### src/rtl/jtag_scan_chain.sv
// JTAG instruction and data register stage that sits behind the TAP state machine.
// Holds the IR plus the IDCODE, BYPASS and USER data registers, and drives a registered TDO.
module jtag_scan_chain #(
  parameter int          IR_WIDTH   = 4,
  parameter logic [31:0] IDCODE_VAL = 32'h000FAF01,
  parameter int          USER_WIDTH = 8
) (
  input  logic                  tck,
  input  logic                  trst,
  input  logic                  tdi,
  input  logic                  test_logic_reset,
  input  logic                  capture_ir,
  input  logic                  shift_ir,
  input  logic                  update_ir,
  input  logic                  capture_dr,
  input  logic                  shift_dr,
  input  logic                  update_dr,
  input  logic [USER_WIDTH-1:0] user_capture_in,
  output logic                  tdo,
  output logic [IR_WIDTH-1:0]   ir_value,
  output logic [USER_WIDTH-1:0] user_q,
  output logic                  abort_pulse
);

  localparam logic [IR_WIDTH-1:0] IR_IDCODE  = IR_WIDTH'(4'b1110);
  localparam logic [IR_WIDTH-1:0] IR_BYPASS  = IR_WIDTH'(4'b1111);
  localparam logic [IR_WIDTH-1:0] IR_ABORT   = IR_WIDTH'(4'b1000);
  localparam logic [IR_WIDTH-1:0] IR_USER    = IR_WIDTH'(4'b0010);
  localparam logic [IR_WIDTH-1:0] IR_CAPTURE = IR_WIDTH'(2'b01);

  typedef enum logic [1:0] {
    DR_BYPASS,
    DR_IDCODE,
    DR_USER,
    DR_ABORT
  } dr_sel_t;

  dr_sel_t               dr_sel;
  logic [IR_WIDTH-1:0]   ir_shift;
  logic [31:0]           idcode_shift;
  logic                  bypass_bit;
  logic [USER_WIDTH-1:0] user_shift;
  logic [USER_WIDTH-1:0] user_shift_next;
  logic                  dr_lsb;

  // NOTE: every combinational output gets a default before the case so no latch is inferred.
  always_comb begin
    dr_sel = DR_BYPASS;
    case (ir_value)
      IR_IDCODE: dr_sel = DR_IDCODE;
      IR_BYPASS: dr_sel = DR_BYPASS;
      IR_ABORT:  dr_sel = DR_ABORT;
      IR_USER:   dr_sel = DR_USER;
      default:   dr_sel = DR_BYPASS;
    endcase
  end

  // ABORT and unrecognised codes scan through the bypass bit.
  always_comb begin
    dr_lsb = bypass_bit;
    case (dr_sel)
      DR_IDCODE: dr_lsb = idcode_shift[0];
      DR_USER:   dr_lsb = user_shift[0];
      default:   dr_lsb = bypass_bit;
    endcase
  end

  // Written as shift-and-or so a 1-bit USER register needs no empty slice.
  assign user_shift_next = (user_shift >> 1) | (USER_WIDTH'(tdi) << (USER_WIDTH - 1));

  // NOTE: all state uses non-blocking assignments so every register samples pre-edge values.
  always_ff @(posedge tck or posedge trst) begin
    if (trst) begin
      tdo          <= 1'b0;
      ir_value     <= IR_IDCODE;
      ir_shift     <= '0;
      user_q       <= '0;
      abort_pulse  <= 1'b0;
      idcode_shift <= IDCODE_VAL;
      bypass_bit   <= 1'b0;
      user_shift   <= '0;
    end else begin
      tdo         <= 1'b0;
      abort_pulse <= 1'b0;
      if (test_logic_reset) begin
        ir_value <= IR_IDCODE;
        ir_shift <= '0;
      end else if (capture_ir) begin
        ir_shift <= IR_CAPTURE;
      end else if (capture_dr) begin
        case (dr_sel)
          DR_IDCODE: idcode_shift <= IDCODE_VAL;
          DR_USER:   user_shift   <= user_capture_in;
          DR_BYPASS: bypass_bit   <= 1'b0;
          default:   ;
        endcase
      end else if (shift_ir) begin
        tdo      <= ir_shift[0];
        ir_shift <= {tdi, ir_shift[IR_WIDTH-1:1]};
      end else if (shift_dr) begin
        tdo <= dr_lsb;
        case (dr_sel)
          DR_IDCODE: idcode_shift <= {tdi, idcode_shift[31:1]};
          DR_USER:   user_shift   <= user_shift_next;
          default:   bypass_bit   <= tdi;
        endcase
      end else if (update_ir) begin
        ir_value    <= ir_shift;
        abort_pulse <= (ir_shift == IR_ABORT);
      end else if (update_dr) begin
        if (dr_sel == DR_USER) user_q <= user_shift;
      end
    end
  end

endmodule

### config.mk
export PLATFORM = sky130hd
export DESIGN_NAME = jtag_scan_chain
export DESIGN_NICKNAME = d
export VERILOG_FILES = /design/src/rtl/jtag_scan_chain.sv
export SDC_FILE = /design/constraint.sdc
export NUM_CORES = 1
export LEC_CHECK = 0
export CAP_MARGIN = 40
export CELL_PAD_IN_SITES_DETAIL_PLACEMENT = 0
export CELL_PAD_IN_SITES_GLOBAL_PLACEMENT = 1
export CORE_AREA = 5 5 85 87
export DETAILED_ROUTE_END_ITERATION = 10
export DIE_AREA = 0 0 90 92
export PLACE_DENSITY = 0.83
export SYNTH_ARGS = -nofsm -noshare
export SYNTH_HDL_FRONTEND = slang
export SYNTH_SLANG_ARGS = --single-unit
### constraint.sdc
create_clock -name tck -period 2.8 [get_ports tck]
set_clock_uncertainty 0.05 [all_clocks]
set_input_delay 0.42 -clock tck [delete_from_list [all_inputs] [get_ports tck]]
set_output_delay 0.42 -clock tck [all_outputs]
set_load 0.005 [all_outputs]
== After elaboration in Yosys (flattened, before gate mapping) ==
Cells that the tools add are included.
Operators by class
  reductions and logical operators: 11
  eq/ne operators: 14
  bitwise logic cells: 7
  mux-type cells: 38
Operator list (number)
  32-bit two-way mux: 5
  4-bit two-way mux: 10
  8-bit two-way mux: 5
  1-bit two-way mux: 16
  5-bit AND reduction: 3
  4-bit == test, second input constant: 3
  2-bit inequality test, second input constant: 4
  7-bit by 8-bit bitwise OR with 8-bit output: 1
  8-bit AND reduction: 1
  2-bit by 1-bit inequality test with 1-bit output, second input constant: 3
  1-bit inverter: 6
  2-bit one-hot mux with 3 select lines: 1
  6-bit AND reduction: 1
  4-bit by 2-bit == test with 1-bit output, second input constant: 1
  2-bit nonzero test: 2
  3-bit inequality test, second input constant: 1
  3-bit nonzero test: 1
  2-bit by 1-bit == test with 1-bit output, second input constant: 1
  2-bit == test, second input constant: 1
  2-bit logical NOT: 1
  1-bit one-hot mux with 2 select lines: 1
  2-bit AND reduction: 1
  2-bit OR reduction: 1
Storage, ports and cells
  register bits: 59
  input bits: 18

== Longest topological paths before layout ==
Gate-level depths: netlist of run 1.
  word-level depth: 9
  gate-level depth with buffers: 7
  gate-level depth less buffers: 6

== Worst setup path before layout of run 1 ==
No wires, ideal clock.
  path type: register to register
  from: reg ir_value[1]
  to: reg user_shift[0]
  setup time: 0.125 ns
  required time: 2.625 ns
  buffers on the path: 1
  setup slack: 0.751 ns
  stages on the path, launching flop included: 8
  arrival: 1.875 ns
  cells stage by stage: dfstp_2 > xnor2_1 > or3_1 > inv_1 > ha_1 > o211a_1 > buf_2 > mux2_2
On the way
  word-level cells in the longest chain between the ends: 4
  elaborated cells on any way between the ends: 6
RTL lines
  start: declaration: RTL line 20  | output logic [IR_WIDTH-1:0] ir_value,
  start signal: assignment: RTL line 108  | ir_value <= ir_shift;
  4-bit by 2-bit == test with 1-bit output or 4-bit == test (tied branches): RTL line 49  | case (ir_value)
  2-bit one-hot mux with 3 select lines *: RTL line 49
  2-bit == test *: RTL line 91, 102
  5-bit AND reduction (no source line) *
  end signal: assignment: RTL line 93  | DR_USER: user_shift <= user_capture_in;
  end signal: assignment: RTL line 104  | DR_USER: user_shift <= user_shift_next;
  end: declaration: RTL line 42  | logic [USER_WIDTH-1:0] user_shift;
Mark *: on every way between the ends. The rest lies on a longest branch, timed or not.
A chain may end at the register's enable or synchronous reset.

== Worst setup path in the final report of run 1 ==
  from: reg ir_value[1]
  to: reg user_shift[4]
Same word-level chain as after synthesis.

==> run_results.csv, run 1 <==
group,metric,value,unit
status,status,"complete, no violations",
synthesis,synthAdderAreaFrac,1.35,%
synthesis,synth_edf_count,0,
sta,fmax,454,MHz
clocking,htreeDepth,3,
power,clkPwrFrac,38.7,%
critical_path,crit_family,"flip-flops",
power,power.total,1.98,mW
power,vdd_drop_max,0.413,mV
floorplan,rows,29,
floorplan,die_area,8280,µm²
grt,grt_pass1_wl,8220,µm
cells_and_area,drive_gt1_share,31.9,%
routing,dr_total_vias,1647,
sta,slew_headroom,78.3,%
job,max_cap_violations,0,
routing,ant_nets,0,
cells_and_area,layout_common_cells,"dfrtp_1 (45), mux2_2 (44), clkdlybuf4s50_1 (31), nor2_1 (23), nor2b_1 (19)",
placement,hpwl,3080,µm
clocking,post_cts_resized,0,
clocking,cts_buffer_depth,2,
synthesis,syn_inst,223,
grt,first_global_vias,1796,
critical_path,worstPathRequired,2970,ps
sta,hold_violations,0,
critical_path,slowest_delay,570,ps
routing,first_pass_iters,4,
grt,grt-ovfl-total,0,
sta,fin_crit,2200,ps
cells_and_area,syn_to_final_growth,21.2,%
synthesis,synth_nets,244,
clocking,clkLatencyLatePin,330,ps
critical_path,crit_type,"reg -> reg",
sta,rsz0062_at_grt,"no",
synthesis,ys_seq_area_share,53.6,%
floorplan,die_y,92,µm
floorplan,core_area,6280,µm²
synthesis,syn-mean-instance-area,12.5,µm²
routing,drtIter0Drc,53,
synthesis,synthXorXnorAreaFrac,0.628,%
sta,worst_slack,600,ps
critical_path,path_max_fanout,8,
clocking,cts_sinks,59,
synthesis,synth_top_cell_by_area,"dfrtp_1",
synthesis,synth.distinct_cells,31,
worst_hold_path,hold_path_class,"reg -> reg",
cells_and_area,nFillCells,554,
cells_and_area,finalNetCount,279,
routing,wl_per_cell,13.4,µm
floorplan,die_w,90,µm
critical_path,worstSetupEndpointType,"register",
synthesis,yosys_warnings,0,
routing,drc_errors,0,
critical_path,startpoint_type,"register",
power,p_leak,1.62,nW
clocking,cts_buffers,9,
power,swShare,24.6,%
synthesis,synthMuxAreaShare,24.8,%
power,power.share.sequential,50.0,%
sta,setup_tns,0,ps
power,power_switching,488,µW
placement,routabilityCongestion,0.784,
grt,grt_max_degree,60,
clocking,clk_pin_slew,70,ps
power,combPwrFrac,11.4,%
critical_path,cp.arrival,2370,ps
grt,grtUsageTotal,12.2,%
synthesis,yosys.area_share.simple,12.4,%
critical_path,worstPathCellList,"xnor2_1 > or3_1 > inv_1 > ha_1 > o211a_1 > mux2_2",
sta,worstMarginPinSlew,326,ps
synthesis,synthArstFlopShare,100,%
routing,routed_via_density,4.84,
power,p_int,1.49,mW
critical_path,cp_num_buf_inv,1,
synthesis,synth_compound_area_share,2.06,%
synthesis,netlist_area,2790,µm²
cells_and_area,antenna-diode-count,0,
sta,slew_violations,0,
power,power.density,587,nW/µm²
clocking,clk_root_buffer_cell,"clkbuf_8",
placement,portBuffers,31,
floorplan,initial_core_util,44.4,%
clocking,cts_hold_buf,0,
synthesis,synth_area_leaders,"dfrtp_1 (40%), mux2_2 (18%), dfstp_2 (13%), mux2i_1 (6.5%), nor2b_1 (4.3%)",
clocking,cts_tree,"done",
sta,whs,412,ps
synthesis,synthFlopType,"dfrtp_1",
clocking,post-cts-setup-buffers,0,
synthesis,synth_top_area_share,40.4,%
synthesis,ys_seq_elements,59,
critical_path,critPathSlowestCell,"dfstp_2",
floorplan,io_pins,32,
placement,dp_slack,546,ps
cells_and_area,final_common_cell,"dfrtp_1",
synthesis,synth_top_family_by_area,"multiplexers",
sta,min_period_over_period,78.6,%
sta,setup_viol,0,
grt,antenna_found_initial,0,
routing,wirelength,4540,µm
Yosys cell counts (all sizes together) (3+ instances only):
master   n
dfstp   14
nand2b   3
ha       3
dfrtp   45
mux2    45
clkbuf   5
nor3     3
nor2    23
inv     16
nor2b   19
mux2i   18
buf      8
layout make-up:
type	instances	area [µm²]	area share, %
Inverter	16	60.1	1.78
Tap cell	77	96.3	2.85
Clock inverter	7	77.6	2.29
Clock buffer	9	124	3.66
Sequential cell	59	1490	44.2
Multi-Input combinational cell	135	1150	34.0
Timing Repair Buffer	37	380	11.3
path summary, 6_finish.rpt:
check / startpoint / to / slack (ps) / cells after the start
max in group asynchronous: trst / idcode_shift[11] / 1990 / 3
setup reg to reg: ir_value[1] / user_shift[4] / 600 / 6
hold reg to reg: idcode_shift[9] / idcode_shift[9] / 410 / 2
min in group asynchronous: trst / ir_value[0] / 420 / 3
hold / removal: idcode_shift[9] / idcode_shift[9] / 410 / 2
setup / recovery: ir_value[1] / user_shift[4] / 600 / 6
registers in the layout (all words and copies together) (netlist names):
name	flops
tdo	1
bypass_bit	1
ir_value	4
user_q	8
ir_shift	4
idcode_shift	32
abort_pulse	1
user_shift	8
kinds of logic (layout without fill, tap and decap cells):
group / count (synthesis) / count (layout)
xor gates and xnor gates: 2 / 2
DFF: 59 / 59
AOI/OAI and AO/OA: 8 / 8
and+or+nand+nor: 59 / 59
muxes: 63 / 63
adders and majority gates: 3 / 3
buffers and inverters: 29 / 69
power groups by stage:
stage	logic (mW)	registers, mW	clock network (mW)
floorplan	0.168	0.996	0
global placement	0.226	1.00	0
detailed placement	0.229	1.01	0
CTS	0.232	0.992	0.795
global route	0.258	1.00	0.835
finish	0.226	0.991	0.767
metrics by stage:
| stage | std cells | area [µm²] | util, % |
|---|---|---|---|
| finish | 340 | 3380 | 53.9 |
| global route | 340 | 3380 | 53.9 |
| CTS | 340 | 3380 | 53.9 |
| detailed placement | 324 | 3180 | 50.6 |
| global placement | 324 | 3180 | 50.6 |
| floorplan | 223 | 2790 | - |
worst reg2reg max path, stage by stage, from the launching register on:
cell and delay (ps):
dfstp_2 570, xnor2_1 60, or3_1 360, inv_1 70, ha_1 220, o211a_1 370
mux2_2 380
per-layer routing:
| layer | vias up | routed length, µm | global-route usage [%] |
|---|---|---|---|
| met5 | - | 0 | 0 |
| met4 | 0 | 85 | 5.96 |
| met3 | 8 | 164 | 3.85 |
| met2 | 25 | 2050 | 19.3 |
| met1 | 792 | 2240 | 15.2 |
| li1 | 822 | - | - |
No activity file was read; power rests on OpenSTA's default activity.
==> run 2, diff against run 1 <==
==> constraint.sdc (replaced) <==
create_clock -name tck -period 2.1 [get_ports tck]
set_clock_uncertainty 0.05 [all_clocks]
set_input_delay 0.315 -clock tck [delete_from_list [all_inputs] [get_ports tck]]
set_output_delay 0.315 -clock tck [all_outputs]
set_load 0.005 [all_outputs]
==> run_results.csv, run 2 (synthesis results as in run 1) <==
group,metric,value,unit
worst_hold_path,hold_path_class,"in -> async",
sta,setup_viol,0,
clocking,htreeDepth,3,
grt,first_global_vias,1846,
clocking,clkLatencyLatePin,340,ps
cells_and_area,instances_no_fill,352,
sta,worst_slack,79.8,ps
cells_and_area,finalNetCount,291,
sta,min_period_over_period,96.2,%
grt,grt_max_degree,39,
sta,setup_tns,0,ps
cells_and_area,reg_top3,"idcode_shift: 32 flops, user_q: 8 flops, user_shift: 8 flops",
cells_and_area,syn_to_final_growth,27.1,%
placement,hpwl,3240,µm
power,vdd_drop_max,0.483,mV
critical_path,cp_num_buf_inv,2,
sta,whs,292,ps
floorplan,die_w,90,µm
sta,rsz0062_at_grt,"no",
cells_and_area,drive_gt1_share,36.0,%
power,power.total,2.81,mW
placement,dp_cells,333,
critical_path,worstPathRequired,2270,ps
routing,wl_per_cell,14.1,µm
cells_and_area,layout_common_cells,"dfrtp_1 (45), mux2_2 (43), clkdlybuf4s50_1 (31), nor2_1 (23), nor2b_1 (19)",
sta,fin_crit,2020,ps
critical_path,startpoint_type,"register",
critical_path,worstPathCellList,"xnor2_1 > or3_4 > inv_1 > ha_4 > o211a_1 > buf_12 > mux2_2",
critical_path,cp.arrival,2190,ps
cells_and_area,fin_area,3540,µm²
clocking,cts_hold_buf,0,
clocking,cts_buffer_depth,2,
routing,drc_errors,0,
sta,worstMarginPinSlew,465,ps
grt,grt_pass1_wl,8520,µm
placement,portBuffers,31,
cells_and_area,nFillCells,534,
critical_path,path_max_fanout,8,
cells_and_area,final_util,56.5,%
critical_path,slowest_delay,560,ps
job,max_cap_violations,0,
routing,routed_via_density,4.95,
floorplan,die_area,8280,µm²
sta,slew_violations,0,
floorplan,die_y,92,µm
sta,hold_violations,0,
cells_and_area,regMostFlops,"idcode_shift",
grt,grt-ovfl-total,0,
floorplan,io_pins,32,
routing,first_pass_iters,4,
critical_path,crit_type,"reg -> reg",
placement,routabilityCongestion,0.807,
routing,drtIter0Drc,39,
critical_path,worstSetupEndpointType,"register",
routing,ant_nets,0,
clocking,cts_tree,"done",
power,power.density,792,nW/µm²
routing,wirelength,4970,µm
cells_and_area,final_common_cell,"dfrtp_1",
clocking,cts_sinks,59,
floorplan,initial_core_util,44.4,%
clocking,clk_pin_slew,80,ps
clocking,cts_buffers,9,
sta,slew_headroom,69.0,%
cells_and_area,antenna-diode-count,0,
floorplan,core_area,6280,µm²
routing,dr_total_vias,1742,
grt,grtUsageTotal,12.7,%
sta,fmax,495,MHz
status,status,"complete, no violations",
critical_path,critPathSlowestCell,"dfstp_2",
grt,antenna_found_initial,0,
power,p_leak,1.69,nW
floorplan,rows,29,
critical_path,crit_family,"flip-flops",
clocking,clk_root_buffer_cell,"clkbuf_8",
cells_and_area,largest_reg_flops,32,
placement,dp_slack,1.41,ps
placement,place_area,3250,µm²
==> run 2: changes by cell type in the layout (fill, tap and decap cells not counted), sizes merged <==
cell	before	now
buf	6	17
clkinv	4	2
bufinv	1	2
clkbuf	9	10
clkinvlp	1	2
==> run 2: report_power, final <==
part,internal (mW),switching [mW]
Combinational,0.177,0.142
Clock,0.675,0.491
Sequential,1.27,0.0476
==> run 2: path summary, 6_finish.rpt <==
kind                                      start          endpoint  slack (ps)  depth (start not counted)
worst min-delay path                       trst         user_q[5]         290                          3
worst max-delay path                ir_value[1]     user_shift[5]          80                          7
worst min register to register  idcode_shift[9]   idcode_shift[9]         410                          2
min in group tck                idcode_shift[9]   idcode_shift[9]         410                          2
worst max register to register      ir_value[1]     user_shift[5]          80                          7
max in group asynchronous                  trst  idcode_shift[10]        1270                          3
==> run 2: final cells by class <==
class,instances,area [µm²],share of cell area (%)
timing repair buffer,49,492,13.9
multi-input combinational,135,1180,33.2
inverter,16,60.1,1.69
clock buffer,9,124,3.49
tap,77,96.3,2.72
clock inverter,7,101,2.86
sequential,59,1490,42.1
==> run 2: routing by layer <==
layer | up-vias | part of all wire, % | global-route usage [%]
li1 | 848 | - | -
met1 | 856 | 48 | 16.3
met2 | 29 | 45 | 19.4
met3 | 9 | 4.6 | 3.60
met4 | 0 | 2.0 | 6.82
met5 | - | 0 | 0
==> run 2: worst register-to-register path: stages, from the launching register on <==
cell	delay, ps
dfstp_2	560
xnor2_1	60
or3_4	340
inv_1	100
ha_4	140
o211a_1	190
buf_12	130
mux2_2	320
==> run 2: timing repair <==
item	in CTS	in global routing
cloned	0	1
setup endpoints to repair	1	21
gates resized for setup	0	6
buffers inserted	1	1
